$ cat config.mk
export PLATFORM = sky130hd
export DESIGN_NAME = room_door_arbiter
export DESIGN_NICKNAME = d
export VERILOG_FILES = /design/src/rtl/room_door_arbiter.sv
export SDC_FILE = /design/constraint.sdc
export NUM_CORES = 1
export LEC_CHECK = 0
export BUFFER_PORTS_ARGS = -buffer_cell sky130_fd_sc_hd__buf_2
export CAP_MARGIN = 20
export CORE_MARGIN = 1.5
export CORE_UTILIZATION = 50
export DETAILED_ROUTE_END_ITERATION = 8
export PLACE_DENSITY = 0.85
export SYNTH_ARGS = -nofsm -noshare
export SYNTH_HDL_FRONTEND = slang
export SYNTH_SLANG_ARGS = --single-unit
$ cat constraint.sdc
create_clock -name clk -period 4.4 [get_ports clk]
set_input_delay 0.44 -clock clk [delete_from_list [all_inputs] [get_ports clk]]
set_output_delay 0.44 -clock clk [all_outputs]
set_load 0.03 [all_outputs]
$ cat src/rtl/room_door_arbiter.sv
// Room occupancy arbiter: one room, N_DOORS entrance doors, a single shared
// occupancy budget. Grants one door at a time in round-robin order, counts
// entries through the granted door, and accepts exits on any door at any time.
// A person passing in through a door that is not open raises a sticky ALARM.

// Per-door lane: flags a pass-in through a closed door, forwards the exit pulse.
module room_door_lane (
  input  logic in_p,
  input  logic open_q,
  input  logic out_p,
  output logic bypass,
  output logic exit_p
);
  assign bypass = in_p & ~open_q;
  assign exit_p = out_p;
endmodule

module room_door_arbiter #(
  parameter int N_DOORS     = 4,
  parameter int CAP         = 15,
  parameter int CNT_W       = 4,
  parameter int OPEN_CYCLES = 8
) (
  input  logic               clk,
  input  logic               CLR,
  input  logic               T,
  input  logic [N_DOORS-1:0] ENT,
  input  logic [N_DOORS-1:0] IN,
  input  logic [N_DOORS-1:0] OUT,
  output logic [N_DOORS-1:0] OPEN,
  output logic               CLOSE,
  output logic [CNT_W-1:0]   COUNT,
  output logic               ALARM
);

  localparam int PTR_W = (N_DOORS > 1) ? $clog2(N_DOORS) : 1;
  localparam int TMR_W = $clog2(OPEN_CYCLES + 1);
  // Wide enough for COUNT plus one entry minus up to N_DOORS exits, signed.
  localparam int SUM_W = CNT_W + $clog2(N_DOORS) + 1;

  typedef enum logic {IDLE, GRANT} state_t;

  state_t             st;
  logic [PTR_W-1:0]   ptr;
  logic [PTR_W-1:0]   g;
  logic [TMR_W-1:0]   timer;

  logic [N_DOORS-1:0] bypass_v;
  logic [N_DOORS-1:0] exit_v;

  logic               found;
  logic [PTR_W-1:0]   pick;
  logic [PTR_W-1:0]   g_inc;
  logic               entry;
  logic               grant_ok;
  logic               release_door;
  logic [SUM_W-1:0]   nexit;
  logic signed [SUM_W-1:0] nxt;
  logic [CNT_W-1:0]   cnt_nxt;

  // One lane per door for the closed-door bypass check and exit forwarding.
  genvar gi;
  generate
    for (gi = 0; gi < N_DOORS; gi++) begin : g_lane
      room_door_lane u_lane (
        .in_p   (IN[gi]),
        .open_q (OPEN[gi]),
        .out_p  (OUT[gi]),
        .bypass (bypass_v[gi]),
        .exit_p (exit_v[gi])
      );
    end
  endgenerate

  // Room is closed when full or outside visiting time.
  assign CLOSE = (COUNT == CNT_W'(CAP)) || !T;

  // Round-robin pick: first requesting door at or after ptr, wrapping.
  always_comb begin
    found = 1'b0;
    pick  = '0;
    for (int k = 0; k < N_DOORS; k++) begin
      int s;
      s = int'(ptr) + k;
      if (s >= N_DOORS) s = s - N_DOORS;
      if (!found && ENT[PTR_W'(s)]) begin
        found = 1'b1;
        pick  = PTR_W'(s);
      end
    end
  end

  // Grant/release decisions for the current cycle.
  always_comb begin
    g_inc        = (g == PTR_W'(N_DOORS - 1)) ? '0 : g + PTR_W'(1);
    grant_ok     = T && (COUNT < CNT_W'(CAP)) && found;
    // An entry only counts while visiting time is on; a T drop wins over IN.
    entry        = (st == GRANT) && T && IN[g];
    release_door = (st == GRANT) &&
                   (!T || IN[g] || (timer == TMR_W'(OPEN_CYCLES - 1)));
  end

  // Net occupancy: one possible entry minus every exit, clamped at zero.
  always_comb begin
    nexit = '0;
    for (int i = 0; i < N_DOORS; i++) nexit = nexit + SUM_W'(exit_v[i]);
    nxt = $signed(SUM_W'(COUNT)) + $signed(SUM_W'(entry)) - $signed(nexit);
    if (nxt[SUM_W-1])
      cnt_nxt = '0;
    else if (|nxt[SUM_W-2:CNT_W])
      cnt_nxt = CNT_W'(CAP);  // unreachable while grants stop at CAP
    else
      cnt_nxt = nxt[CNT_W-1:0];
  end

  // Door FSM: IDLE picks a door, GRANT holds it open until IN, timeout or T drop.
  always_ff @(posedge clk) begin
    if (CLR) begin
      st    <= IDLE;
      OPEN  <= '0;
      ptr   <= '0;
      g     <= '0;
      timer <= '0;
    end else begin
      case (st)
        IDLE: begin
          if (grant_ok) begin
            OPEN  <= {{(N_DOORS-1){1'b0}}, 1'b1} << pick;
            g     <= pick;
            timer <= '0;
            st    <= GRANT;
          end
        end
        GRANT: begin
          if (release_door) begin
            OPEN <= '0;
            ptr  <= g_inc;
            st   <= IDLE;
          end else begin
            timer <= timer + TMR_W'(1);
          end
        end
        default: begin
          OPEN <= '0;
          st   <= IDLE;
        end
      endcase
    end
  end

  // Occupancy register, updated every cycle in every state.
  always_ff @(posedge clk) begin
    if (CLR) COUNT <= '0;
    else     COUNT <= cnt_nxt;
  end

  // Sticky alarm on any pass-in through a door that was not open.
  always_ff @(posedge clk) begin
    if (CLR)            ALARM <= 1'b0;
    else if (|bypass_v) ALARM <= 1'b1;
  end

endmodule
==> implementation parameters <==
Parameter                              Value

Outcome
  Run status ... finished, final reports clean

STA
  Post-Route Hold Slack ... 0.4129 ns
  Final worst-path cycle share ... 72.46%
  Least-Margin Pin Slew ... 0.7802 ns
  Post-Route Skew ... 0.008787 ns
  Clock period minus final worst setup slack ... 3.188 ns
  Relative slew margins ... 47.33%
  Max-slew violations ... 0
  Setup-violating endpoint count in the final report ... 0
  Unrepaired setup endpoints after global routing ... no
  Highest clock frequency the design can meet ... 313.7 MHz
  Final hold violations ... 0
  Total Negative Setup Slacks ... 0 ns

Clocking
  Number of buffers on the longest clock path ... 2
  Setup bufs post-CTS ... 0
  TritonCTS clock tree ... yes
  Hold-fix buffers, CTS ... 0
  Total clock buffers created by CTS ... 3
  Post-cts repair resize count ... 0
  Clock latency reported for the late side of the worst-skew pair ... 0.31 ns
  CTS Sinks ... 18
  CTS clock-pin slew for the worst setup and hold paths ... 0.12 ns
  H-tree levels ... 1
  Clock Root Buffer ... sky130_fd_sc_hd__clkbuf_4

Yosys
  Distinct cells, synth ... 42
  Number of warning messages in the yosys log ... 0
  Top_reg_cell synth ... sky130_fd_sc_hd__dfxtp_1
  Post-synthesis async set-or-reset flop share ... 0%
  Post-synth EDFFs ... 0
  Synthesized Nets ... 152
  Seq/Total Area, Yosys ... 30.90%
  Synthesized instance count ... 125
  Post-synthesis register bit count ... 18
  Per-instance average area after synthesis ... 9.329 um^2
  Post-synthesis cell area ... 0.001166 mm^2

Floorplan
  Site Rows ... 17
  Vert. Die Dim ... 51.30 um
  Die width ... 51.30 um
  Area of the die ... 0.002631 mm^2
  I/O pin count ... 25
  Initial standard-cell utilization of the core ... 52.71%
  Placeable core region ... 0.002212 mm^2

Global routing
  Grt ovf ... 0
  Global-route wire length before repair ... 4215 um
  Initial antenna violation count ... 0
  Maximum number of pins on one net before global-route repair ... 21
  Vias in the first global route ... 993
  Tot GR Track Use ... 21.60%

Pwr
  Clock group share of total power ... 20.2%
  Net switching power of the design ... 0.2214 mW
  Power Dens Cells ... 414.5 mW/mm^2
  Switching portion of total power ... 40.73%
  Fraction of power consumed by sequential logic ... 37.1%
  Internal power summed over all cells ... 0.3221 mW
  Reported leakage power ... 0.5868 nW
  Fraction of power consumed by combinational cells ... 42.7%
  Pwr Total ... 0.5435 mW
  VDD IR-drop max ... 0.0003459 V

Detailed routing
  Final routed wire length divided by cell count ... 14.45 um
  DRC Markers ... 0
  Detail-routed via count per cell ... 5.713
  Total detailed-routing wirelength ... 2515 um
  Via Count ... 994
  Iteration-0 DRC Markers ... 41
  Number of optimization iterations in the first detailed-route pass ... 4
  Final ANT Viol Nets ... 0

Cells and area
  Antenna Diode Count ... 0
  Most frequent standard cell in the layout excluding fill and tap cells ... sky130_fd_sc_hd__buf_2
  Area grow syn2layout ... 12.45%
  Fraction of final layout cells with drive strength greater than 1 ... 24.66%
  Commonest non-fill, non-tap cells in the layout ... sky130_fd_sc_hd__buf_2 (24), sky130_fd_sc_hd__inv_1 (22), sky130_fd_sc_hd__dfxtp_1 (18)
  Net total in the final layout ... 174

Critical path
  Data arrival at the endpoint of the critical path ... 3.42 ns
  Endpoint type of the worst setup path ... flip-flop
  Cell with the largest stage delay on the worst path ... sky130_fd_sc_hd__mux4_2
  Crit path required time ... 4.63 ns
  Cell breakdown of the critical path ... mux4_2 > nand3_1 > fa_1 > inv_1 > ha_1 > fa_1 > ha_1 > inv_1 > fa_1 > xor2_1 > inv_1 > a21boi_0
  Category of the critical setup timing path ... reg -> reg
  Worst path top cell family by delay ... adder cells
  Buf+Inv Stages, Crit Path ... 3
  Worst reg-to-reg setup slack ... 1.21 ns
  Kind of launch point of the worst setup path ... flip-flop
  Maximum fanout encountered on the critical timing path ... 6
  Critical R2R Launch ... g[0]$_SDFFE_PP0P_
  Largest stage delay on the critical path ... 0.62 ns
  Worst reg2reg endpoint ... COUNT[3]$_SDFF_PP0_
  Worst r2r path cells ... 12

Min path
  Worst min path class ... in -> reg
  Hold Crit Start ... IN[3]
  Hold worst-path end ... ALARM$_SDFFE_PP0P_
  Hold Path Cell Cnt ... 3

Placed design
  IO buf count ... 24
  Placer's final routability congestion estimate ... 0.7821
  Post-detailed-placement half-perimeter wirelength ... 1950 um

Run
  Total of max-cap violations ... 0
[metrics by stage]
step	utilization, %	cells	cell area (um^2)	worst slack [ns]
3_5_place_dp	57.64	170	1275	1.128
2_1_floorplan	-	125	1166	1.454
4_1_cts	59.28	174	1311	1.187
5_1_grt	59.28	174	1311	0.9152
3_3_place_gp	57.64	170	1275	1.264
6_report	59.28	174	1311	1.212
[registers in the layout (all words and copies together) (netlist names)]
name   flops
ptr        2
ALARM      1
COUNT      4
st         1
g          2
OPEN       4
timer      4
[cells by family (layout without fill, tap and decap cells)]
| kind of cell | count (synthesis) | after routing | synth area share (%) |
|---|---|---|---|
| simple gates | 32 | 32 | 18.13 |
| compound gates | 30 | 30 | 19.53 |
| mux | 2 | 2 | 2.790 |
| flops | 18 | 18 | 30.90 |
| buf+inv | 29 | 50 | 11.05 |
| fa+ha+maj | 12 | 12 | 16.09 |
| xor+xnor | 2 | 2 | 1.502 |
[worst min-delay path: stages]
cell and delay, ns:
sky130_fd_sc_hd__buf_2 0.09, sky130_fd_sc_hd__a222oi_1 0.06, sky130_fd_sc_hd__a21oi_1 0.11
[area by class of cell]
cell class | count | area [um^2]
fill | 202 | 900.9
tap | 28 | 35.03
sequential | 18 | 360.3
multi-input combinational | 78 | 676.9
clock buffer | 4 | 36.28
timing repair buffer | 24 | 120.1
inverter | 22 | 82.58
[worst max-delay path by stage]
stage	depth (start not counted)	from	slack, ns	end
2_1_floorplan	12	IN[3]	1.45	COUNT[3]$_SDFF_PP0_
3_3_place_gp	13	IN[3]	1.26	COUNT[3]$_SDFF_PP0_
3_5_place_dp	13	IN[3]	1.13	COUNT[3]$_SDFF_PP0_
4_1_cts	12	g[0]$_SDFFE_PP0P_	1.19	COUNT[3]$_SDFF_PP0_
5_1_grt	12	g[0]$_SDFFE_PP0P_	0.92	COUNT[3]$_SDFF_PP0_
6_report	12	g[0]$_SDFFE_PP0P_	1.21	COUNT[3]$_SDFF_PP0_
[metal layers]
layer	vias up	track usage, %	routed length, um
li1	481	-	-
met1	464	26.74	1052
met2	40	34.42	1220
met3	9	3.801	166
met4	0	14.04	76
met5	-	0	0
[Yosys cell counts (all sizes together), types with 2 or more instances]
master | number | area [um^2]
nand2b | 2 | 12.51
inv | 22 | 82.58
nor2 | 2 | 7.510
nor3 | 2 | 15.01
o31ai | 4 | 48.79
a21o | 2 | 15.01
buf | 6 | 42.54
o41ai | 2 | 17.52
nand3 | 4 | 20.02
nand4b | 6 | 52.55
nand2 | 7 | 26.28
ha | 7 | 87.58
a21oi | 11 | 55.05
dfxtp | 18 | 360.4
fa | 5 | 100.1
o21a | 3 | 22.52
nor4 | 2 | 18.77
or3 | 2 | 18.77
[power groups by stage]
stage	clock network (mW)	logic [mW]	registers (mW)
after floorplan	0	0.139	0.229
after global placement	0	0.213	0.205
after detailed placement	0	0.231	0.205
after CTS	0.109	0.233	0.202
after global routing	0.116	0.265	0.205
final	0.110	0.232	0.202
Power figures use the tool's default switching activity.
